`config.mk`:
```
export PLATFORM = sky130hd
export DESIGN_NAME = ca_gen_scheduler
export DESIGN_NICKNAME = d
export VERILOG_FILES = /design/src/rtl/ca_gen_scheduler.sv
export SDC_FILE = /design/constraint.sdc
export NUM_CORES = 1
export LEC_CHECK = 0
export CORE_MARGIN = 4
export CORE_UTILIZATION = 49
export CTS_CLUSTER_SIZE = 20
export DETAILED_ROUTE_END_ITERATION = 12
export PLACE_DENSITY = 0.83
export SLEW_MARGIN = 20
export SYNTH_ARGS = -nofsm -noshare
export SYNTH_HDL_FRONTEND = slang
export SYNTH_SLANG_ARGS = --single-unit
```
`constraint.sdc`:
```
create_clock -name clk -period 2.5 [get_ports clk]
set_clock_uncertainty 0.15 [all_clocks]
set_input_delay 0.625 -clock clk [delete_from_list [all_inputs] [get_ports clk]]
set_output_delay 0.625 -clock clk [all_outputs]
set_load 0.01 [all_outputs]
```
`src/rtl/ca_gen_scheduler.sv`:
```
// Purpose: sequences one CA generation (index sweep, commit strobe, load/ack handoff, paced hold) with run/step/limit control.
// Latency: N+2 cycles from start (run/step sampled in IDLE) to load rising; HOLD adds the selected pacing period plus one cycle.
// Backpressure: load is held in HANDOFF until ack is sampled high; nothing advances while the consumer stalls.
module ca_gen_scheduler #(
    parameter int N     = 512,
    parameter int IDX_W = 10,
    parameter int GEN_W = 16,
    parameter int DIV_W = 24
) (
    input  logic             clk,
    input  logic             reset,
    input  logic             run,
    input  logic             step,
    input  logic             clear,
    input  logic [1:0]       rate_sel,
    input  logic [GEN_W-1:0] gen_limit,
    input  logic             ack,
    output logic [IDX_W-1:0] index,
    output logic [IDX_W-1:0] index_next,
    output logic             update,
    output logic             load,
    output logic             busy,
    output logic             done,
    output logic [GEN_W-1:0] gen_count
);
    typedef enum logic [2:0] {
        S_IDLE,
        S_SWEEP,
        S_COMMIT,
        S_HANDOFF,
        S_HOLD
    } state_t;

    localparam logic [IDX_W-1:0] IDX_ONE  = IDX_W'(1);
    localparam logic [IDX_W-1:0] IDX_LAST = IDX_W'(N);
    localparam logic [DIV_W-1:0] DIV_ONE  = DIV_W'(1);
    localparam logic [DIV_W-1:0] PER_1    = DIV_ONE << (DIV_W - 4);
    localparam logic [DIV_W-1:0] PER_2    = DIV_ONE << (DIV_W - 2);
    localparam logic [DIV_W-1:0] PER_3    = {DIV_W{1'b1}};

    state_t           state_q, state_d;
    logic [IDX_W-1:0] index_q, index_d;
    logic             update_q, update_d;
    logic             load_q, load_d;
    logic             busy_q, busy_d;
    logic             done_q, done_d;
    logic [GEN_W-1:0] gen_count_q, gen_count_d;
    logic [DIV_W-1:0] pace_q, pace_d;
    logic [DIV_W-1:0] period;
    logic [GEN_W-1:0] gen_inc;

    assign gen_inc = gen_count_q + GEN_W'(1);

    // Next cell index: counts up only while sweeping, otherwise parks at the first cell.
    always_comb begin
        index_next = IDX_ONE;
        if (state_q == S_SWEEP && index_q < IDX_LAST) begin
            index_next = index_q + IDX_ONE;
        end
    end

    // Pacing period lookup; only consumed on the transition into HOLD.
    always_comb begin
        period = '0;
        case (rate_sel)
            2'd1:    period = PER_1;
            2'd2:    period = PER_2;
            2'd3:    period = PER_3;
            default: period = '0;
        endcase
    end

    // Next-state and registered-output logic for the generation sequencer.
    always_comb begin
        state_d     = state_q;
        index_d     = index_next;
        update_d    = 1'b0;
        load_d      = load_q;
        done_d      = done_q;
        gen_count_d = gen_count_q;
        pace_d      = pace_q;
        case (state_q)
            S_IDLE: begin
                // clear in the same cycle as a start re-arms a finished run before it is checked
                if (clear) begin
                    gen_count_d = '0;
                    done_d      = 1'b0;
                end
                if ((run || step) && (!done_q || clear)) begin
                    state_d = S_SWEEP;
                end
            end
            S_SWEEP: begin
                if (index_q == IDX_LAST) begin
                    state_d  = S_COMMIT;
                    update_d = 1'b1;
                end
            end
            S_COMMIT: begin
                state_d = S_HANDOFF;
                load_d  = 1'b1;
            end
            S_HANDOFF: begin
                if (ack) begin
                    load_d      = 1'b0;
                    gen_count_d = gen_inc;
                    if (gen_limit != '0 && gen_inc == gen_limit) begin
                        done_d  = 1'b1;
                        state_d = S_IDLE;
                    end else begin
                        state_d = S_HOLD;
                        pace_d  = period;
                    end
                end
            end
            S_HOLD: begin
                if (pace_q == '0) begin
                    state_d = run ? S_SWEEP : S_IDLE;
                end else begin
                    pace_d = pace_q - DIV_ONE;
                end
            end
            default: begin
                state_d = S_IDLE;
            end
        endcase
        busy_d = (state_d != S_IDLE);
    end

    // State and output registers; reset aborts any sweep or handshake immediately.
    always_ff @(posedge clk or posedge reset) begin
        if (reset) begin
            state_q     <= S_IDLE;
            index_q     <= IDX_ONE;
            update_q    <= 1'b0;
            load_q      <= 1'b0;
            busy_q      <= 1'b0;
            done_q      <= 1'b0;
            gen_count_q <= '0;
            pace_q      <= '0;
        end else begin
            state_q     <= state_d;
            index_q     <= index_d;
            update_q    <= update_d;
            load_q      <= load_d;
            busy_q      <= busy_d;
            done_q      <= done_d;
            gen_count_q <= gen_count_d;
            pace_q      <= pace_d;
        end
    end

    assign index     = index_q;
    assign update    = update_q;
    assign load      = load_q;
    assign busy      = busy_q;
    assign done      = done_q;
    assign gen_count = gen_count_q;

endmodule
```
==> results.sh, run 1 <==
export IMPL_period_share_pct=113
export IMPL_slew_headroom_pct=70.5
export IMPL_fin_ws_ns=-0.335
export IMPL_multiInputGateArea_sq_mm=0.00253
export IMPL_crit_path_max_incr_delay_ns=0.52
export IMPL_worst_setup_path_type="reg -> reg"
export IMPL_syn_inst=452
export IMPL_crit_arrival_ns=2.93
export IMPL_htree_levels=3
export IMPL_die_w_um=96.5
export IMPL_antenna_found_initial=0
export IMPL_track_usage_pct=29.5
export IMPL_dp_hpwl_um=8490
export IMPL_yosysWarnings=0
export IMPL_gp_congestion=0.924
export IMPL_postLayoutCoreUtil_pct=80.2
export IMPL_met3_usage_pct=5.81
export IMPL_grt_pass1_wl_um=21200
export IMPL_cp_required_ns=2.60
export IMPL_dp_cells=681
export IMPL_grt_max_degree=58
export IMPL_period_needed_ns=2.83
export IMPL_grt_remaining_overflow=0
export IMPL_total_power_mw=2.86
export IMPL_grt_busiest_layer="met2"
export IMPL_use_met1_pct=36.8
export IMPL_finalMaxSlewViolations=0
export IMPL_first_pass_iters=6
export IMPL_layout_drive_gt1_share_pct=35.0
export IMPL_num_vias=4712
export IMPL_crit_slowest_cell="dfrtp_1"
export IMPL_areaGrowthSynthToFinish_pct=55.7
export IMPL_syn_avg_cell_area_sq_um=8.48
export IMPL_p_seq_share_pct=37.1
export IMPL_grt_pass1_vias=4315
export IMPL_ys_flop_type="dfrtp_1"
export IMPL_syn_area_sq_mm=0.00383
export IMPL_ys_ff_latch=57
export IMPL_wire_per_inst_um=21.1
export IMPL_viasPerCell=6.54
export IMPL_holdBufCountCts=0
export IMPL_synth_distinct_cells=64
export IMPL_clk_latency_ns=0.34
export IMPL_rsz0062_at_grt="true"
export IMPL_switchingPower_mw=0.846
export IMPL_comb_power_share_pct=26.9
export IMPL_fmax_ghz=0.353
export IMPL_final_nets=645
export IMPL_drv_cap=0
export IMPL_cp_buffers_inverters=1
export IMPL_fp_dieArea_sq_mm=0.00931
export IMPL_cts_buffer_depth=2
export IMPL_die_h_um=96.5
export IMPL_initial_core_util_pct=51.5
export IMPL_critical_path_cell_chain="nand4_1 -> nor4_4 -> xnor2_2 -> a211oi_2 -> nor3b_4 -> a31oi_4 -> buf_8 -> o22ai_1 -> o2bb2ai_1"
export IMPL_violations="negative setup slack"
export IMPL_synthArstFlopShare_pct=100
export IMPL_peakVddDrop_uv=548
export IMPL_synthesis_nets=480
export IMPL_synth_edf_count=0
export IMPL_row_count=31
export IMPL_io_buffers=63
export IMPL_drc=0
export IMPL_p_leak_nw=2.57
export IMPL_yosysSeqAreaShare_pct=37.2
export IMPL_cts_tree="done"
export IMPL_final_hold_viol_count=0
export IMPL_switching_share_pct=29.6
export IMPL_register_area_sq_mm=0.00143
export IMPL_hold_class="reg -> reg"
export IMPL_crit_fanout=18
export IMPL_drt_iter0_drc=708
export IMPL_wl_um=15200
export IMPL_cp_start_kind="register"
export IMPL_cts_buffers_inserted=9
export IMPL_core_sq_mm=0.00745
export IMPL_antenna_cells=0
export IMPL_worst_hold_slack_ns=0.355
export IMPL_final_cells=721
export IMPL_clock_sinks=57
export IMPL_clk_pin_slew_ns=0.07
export IMPL_ant_nets=0
export IMPL_p_int_mw=2.02
export IMPL_fill_cells=434
export IMPL_crit_family="simple AND/OR/NAND/NOR gates"
export IMPL_status="complete, but fails checks"
export IMPL_setup_viol=33
export IMPL_crit_path_end_kind="register"
export IMPL_cts_root_buf="clkbuf_8"
export IMPL_power_share_clock_pct=36.0
export IMPL_worstMarginPinSlew_ns=0.438
export IMPL_power_density_mw_per_mm2=479
export IMPL_grt_util_met2_pct=49.2
export IMPL_io_pins=64
[final cells by class]
cell class | instances | share of cell area [%]
clock buffers | 14 | 2.89
clock inverters | 2 | 1.01
inverters | 16 | 1.09
multi-input cells | 349 | 42.3
flip-flops and latches | 57 | 24.0
well taps | 99 | 2.07
repair buffers | 184 | 26.6
[per-layer routing]
metal | up-vias | routed length (um)
met5 | - | 0
met4 | 0 | 909
met3 | 105 | 1510
met2 | 393 | 7270
met1 | 2211 | 5500
li1 | 2003 | -
[power groups by stage]
stage / Combinational, mW / Sequential [mW] / Clock [mW]
after floorplan: 0.233 / 1.08 / 0
after global placement: 0.679 / 1.05 / 0
after detailed placement: 0.689 / 1.05 / 0
after CTS: 0.684 / 1.04 / 1.02
after global routing: 0.829 / 1.06 / 1.07
final: 0.771 / 1.06 / 1.03
[repair_timing]
action,4_1_cts,5_1_grt
gates cloned,0,0
buffers inserted,13,12
pin swaps,25,21
setup endpoints to repair,37,36
resized for setup,88,51
[Yosys cell counts (14+ instances only)]
cell       n  share of area [%]
nand2_1   35                3.4
nand3_1   20                2.6
nor3_1    14                1.8
nand4_1   14                2.3
dfrtp_1   56                 37
clkbuf_1  15                1.5
xnor2_1   18                4.1
inv_1     15                1.5
o21ai_0   45                5.9
a21oi_1   24                3.1
nor2_1    48                4.7
[sequential cells by signal, summed over array words and instances (netlist names)]
register,flops
update,1
index,10
done,1
busy,1
load,1
gen_count,16
state_q,3
pace_q,24
[cells in the final DEF, fill, tap and decap left out, types with 4 or more instances in the layout]
cell / n
a22o_1: 5
nor2_1: 43
nand4_1: 14
inv_1: 12
nor2_2: 4
buf_6: 18
buf_4: 104
o21ai_1: 9
nand2b_1: 5
o31ai_1: 9
nor3_1: 11
clkbuf_8: 12
o21ai_0: 36
clkdlybuf4s50_1: 37
nor4_2: 4
dfrtp_2: 4
or2_2: 4
nand3_1: 18
xor2_1: 5
xnor2_1: 14
xnor2_2: 4
a21oi_1: 19
nand2_1: 35
o2bb2ai_1: 10
nor4_4: 4
o22ai_1: 8
nor4_1: 5
dlygate4sd2_1: 15
dfrtp_1: 52
or3_4: 5
a31oi_1: 8
[through the flow]
step	instance area [sq um]	setup TNS [ns]	worst slack (ns)
final	5970	-7.80	-0.335
after global routing	5970	-9.12	-0.378
after CTS	5730	-3.07	-0.179
after detailed placement	5250	-17.23	-0.670
after global placement	5250	-14.60	-0.591
after floorplan	3890	-1.60	-0.160
[cells by family after synthesis]
group,count (synthesis),synth area share (%)
DFF,57,37.2
xor gates and xnor gates,23,5.25
muxes,3,0.946
and+or+nand+nor,181,26.2
AOI/OAI and AO/OA,138,23.9
buffers and inverters,46,5.19
adders and majority gates,4,1.31
[worst paths after layout]
path | start | end | slack [ns] | cells after the start
worst max-delay path | gen_count[12] | pace_q[18] | -0.33 | 9
worst min-delay path | pace_q[11] | pace_q[11] | 0.35 | 1
worst max register to register | gen_count[12] | pace_q[18] | -0.33 | 9
worst min register to register | pace_q[11] | pace_q[11] | 0.35 | 1
max in group asynchronous | reset | index[0] | 1.37 | 3
min in group asynchronous | reset | gen_count[14] | 0.54 | 3
Note: power is estimated with default switching activity, not from simulation.
==> run 2, diff against run 1 <==
--- a/config.mk
+++ b/config.mk
@@ -7,6 +7,7 @@
 export LEC_CHECK = 0
 export CORE_MARGIN = 4
 export CORE_UTILIZATION = 49
+export CTS_CLUSTER_DIAMETER = 30
 export CTS_CLUSTER_SIZE = 20
 export DETAILED_ROUTE_END_ITERATION = 12
 export PLACE_DENSITY = 0.83
==> results of run 2 <==
The final DEF is identical to that of run 1; final timing and power are the same.
==> run 3, diff against run 2 <==
--- a/config.mk
+++ b/config.mk
@@ -11,7 +11,7 @@
 export CTS_CLUSTER_SIZE = 20
 export DETAILED_ROUTE_END_ITERATION = 12
 export PLACE_DENSITY = 0.83
-export SLEW_MARGIN = 20
+export SLEW_MARGIN = 25
 export SYNTH_ARGS = -nofsm -noshare
 export SYNTH_HDL_FRONTEND = slang
 export SYNTH_SLANG_ARGS = --single-unit
==> constraint.sdc (replaced) <==
create_clock -name clk -period 2.5 [get_ports clk]
set_clock_uncertainty 0.15 [all_clocks]
set_input_delay 0.5 -clock clk [delete_from_list [all_inputs] [get_ports clk]]
set_output_delay 0.5 -clock clk [all_outputs]
set_load 0.01 [all_outputs]
==> run 3 against run 2 <==
  * The flow still finishes with violations (negative setup slack)
  * Largest cell class unchanged
  * Sequential power hardly changed
  * Die area stayed put
  * Clock power is 9.8% lower
  * Critical endpoint is now pace_q[21]
  * Worst hold slack worse by 0.12 ns
  * Critical path depth is 2 higher
  * Register-to-register slack worse by 0.29 ns
  * Count of clock-buffer cells in the layout is 2 lower
  * First-iteration DRC count is 26% higher
  * Core utilization is 3.2 points higher
  * Via count is 9.4% higher
==> results.sh, run 3 (synthesis results as in run 1) <==
export IMPL_status="complete, but fails checks"
export IMPL_violations="negative setup slack"
export IMPL_reg2reg_from="gen_count[7]"
export IMPL_final_setup_tns_ns=-14.69
export IMPL_r2r_slack_ns=-0.62
export IMPL_dp_hpwl_um=8880
export IMPL_fmax_ghz=0.320
export IMPL_setup_viol=28
export IMPL_grt_pass1_vias=4656
export IMPL_largest_reg_flops=24
export IMPL_grt_pass1_wl_um=23200
export IMPL_holdBufCountCts=0
export IMPL_period_needed_ns=3.12
export IMPL_io_pins=64
export IMPL_finalMaxSlewViolations=0
export IMPL_worstReg2RegEnd="pace_q[21]"
export IMPL_drv_cap=0
export IMPL_rsz0062_at_grt="true"
export IMPL_row_count=31
export IMPL_top_register="pace_q"
export IMPL_track_usage_pct=32.8
export IMPL_final_nets=646
export IMPL_peakVddDrop_uv=595
export IMPL_worstMarginPinSlew_ns=0.555
export IMPL_die_w_um=96.5
export IMPL_areaGrowthSynthToFinish_pct=61.9
export IMPL_place_area_sq_mm=0.00524
export IMPL_fp_dieArea_sq_mm=0.00931
export IMPL_wl_um=18100
export IMPL_cp_required_ns=2.58
export IMPL_num_vias=5154
export IMPL_stdcell_area_sq_mm=0.00621
export IMPL_crit_arrival_ns=3.20
export IMPL_cts_root_buf="clkbuf_8"
export IMPL_cts_buffers_inserted=9
export IMPL_cts_buffer_depth=2
export IMPL_switching_share_pct=31.2
export IMPL_core_sq_mm=0.00745
export IMPL_antenna_found_initial=0
export IMPL_first_pass_iters=8
export IMPL_p_seq_share_pct=39.7
export IMPL_period_share_pct=125
export IMPL_cts_tree="done"
export IMPL_gp_congestion=0.936
export IMPL_switchingPower_mw=0.838
export IMPL_grt_remaining_overflow=0
export IMPL_ant_nets=0
export IMPL_initial_core_util_pct=51.5
export IMPL_layout_drive_gt1_share_pct=38.5
export IMPL_rr_worst_depth=11
export IMPL_comb_power_share_pct=25.6
export IMPL_final_common_cell="buf_4"
export IMPL_clk_latency_ns=0.36
export IMPL_slew_headroom_pct=62.7
export IMPL_startpoint="gen_count[7]"
export IMPL_fin_ws_ns=-0.625
export IMPL_total_power_mw=2.68
export IMPL_die_h_um=96.5
export IMPL_power_share_clock_pct=34.6
export IMPL_clk_pin_slew_ns=0.08
export IMPL_drt_iter0_drc=894
export IMPL_layout_common_cells="97 x buf_4, 52 x dfrtp_1, 50 x clkdlybuf4s50_1"
export IMPL_hold_class="in -> async"
export IMPL_cp_endpoint="pace_q[21]"
export IMPL_wire_per_inst_um=25.1
export IMPL_cp_start_kind="register"
export IMPL_crit_fanout=5
export IMPL_p_leak_nw=2.63
export IMPL_viasPerCell=7.14
export IMPL_io_buffers=63
export IMPL_antenna_cells=0
export IMPL_p_int_mw=1.85
export IMPL_power_density_mw_per_mm2=432
export IMPL_clock_sinks=57
export IMPL_grt_max_degree=38
export IMPL_drc=0
export IMPL_final_hold_viol_count=0
export IMPL_htree_levels=3
export IMPL_worst_setup_path_type="reg -> reg"
export IMPL_crit_path_end_kind="register"
==> run 3: critical path, cell delays in order, from the launching register on <==
cell       delay (ns)
dfrtp_1          0.43
buf_6            0.14
nand4_1          0.27
nor3_4           0.40
nor2_2           0.16
a2111oi_2        0.35
o2111a_2         0.30
a31oi_4          0.16
nor2_8           0.24
buf_6            0.19
buf_16           0.14
o2bb2ai_4        0.06
==> run 3: repair_timing <==
action / in CTS / in global routing
pin swaps: 27 / 23
gates resized for setup: 101 / 47
setup endpoints to repair: 37 / 35
cloned: 4 / 0
setup buffers: 14 / 14
==> run 3: area by class of cell <==
cell class / instances / area (sq um)
Timing Repair Buffer: 185 / 1690
Inverter: 16 / 65.1
Clock inverter: 4 / 52.6
Clock buffer: 12 / 155
Multi-Input combinational cell: 349 / 2690
Tap cell: 99 / 124
Sequential cell: 57 / 1430
Fill cell: 366 / 1240
==> run 3: worst min path at each step <==
stage | end | depth (start not counted) | startpoint
2_1_floorplan | pace_q[11] | 1 | pace_q[11]
3_3_place_gp | pace_q[11] | 1 | pace_q[11]
3_5_place_dp | pace_q[11] | 1 | pace_q[11]
4_1_cts | gen_count[11] | 2 | reset
5_1_grt | gen_count[12] | 2 | reset
6_report | gen_count[12] | 2 | reset
==> run 3: metrics by stage <==
step | utilization, % | setup slack (ns) | std cells | hold slack, ns
2_1_floorplan | - | -0.160 | 452 | 0.298
3_3_place_gp | 70.4 | -0.456 | 677 | 0.314
3_5_place_dp | 70.4 | -0.503 | 677 | 0.316
4_1_cts | 79.8 | -0.231 | 710 | 0.241
5_1_grt | 83.4 | -0.668 | 722 | 0.263
6_report | 83.4 | -0.625 | 722 | 0.234
==> run 3: power groups by stage <==
stage	Sequential (mW)	Clock, mW	Combinational, mW
floorplan	1.08	0	0.233
global placement	1.06	0	0.643
detailed placement	1.07	0	0.648
CTS	1.06	0.912	0.640
global route	1.07	0.956	0.741
finish	1.07	0.929	0.688
==> run 3: layer usage <==
layer	global-route usage, %	share of wire (%)
met5	0	0
met4	17.2	9.0
met3	6.89	13
met2	54.6	45
met1	39.9	33
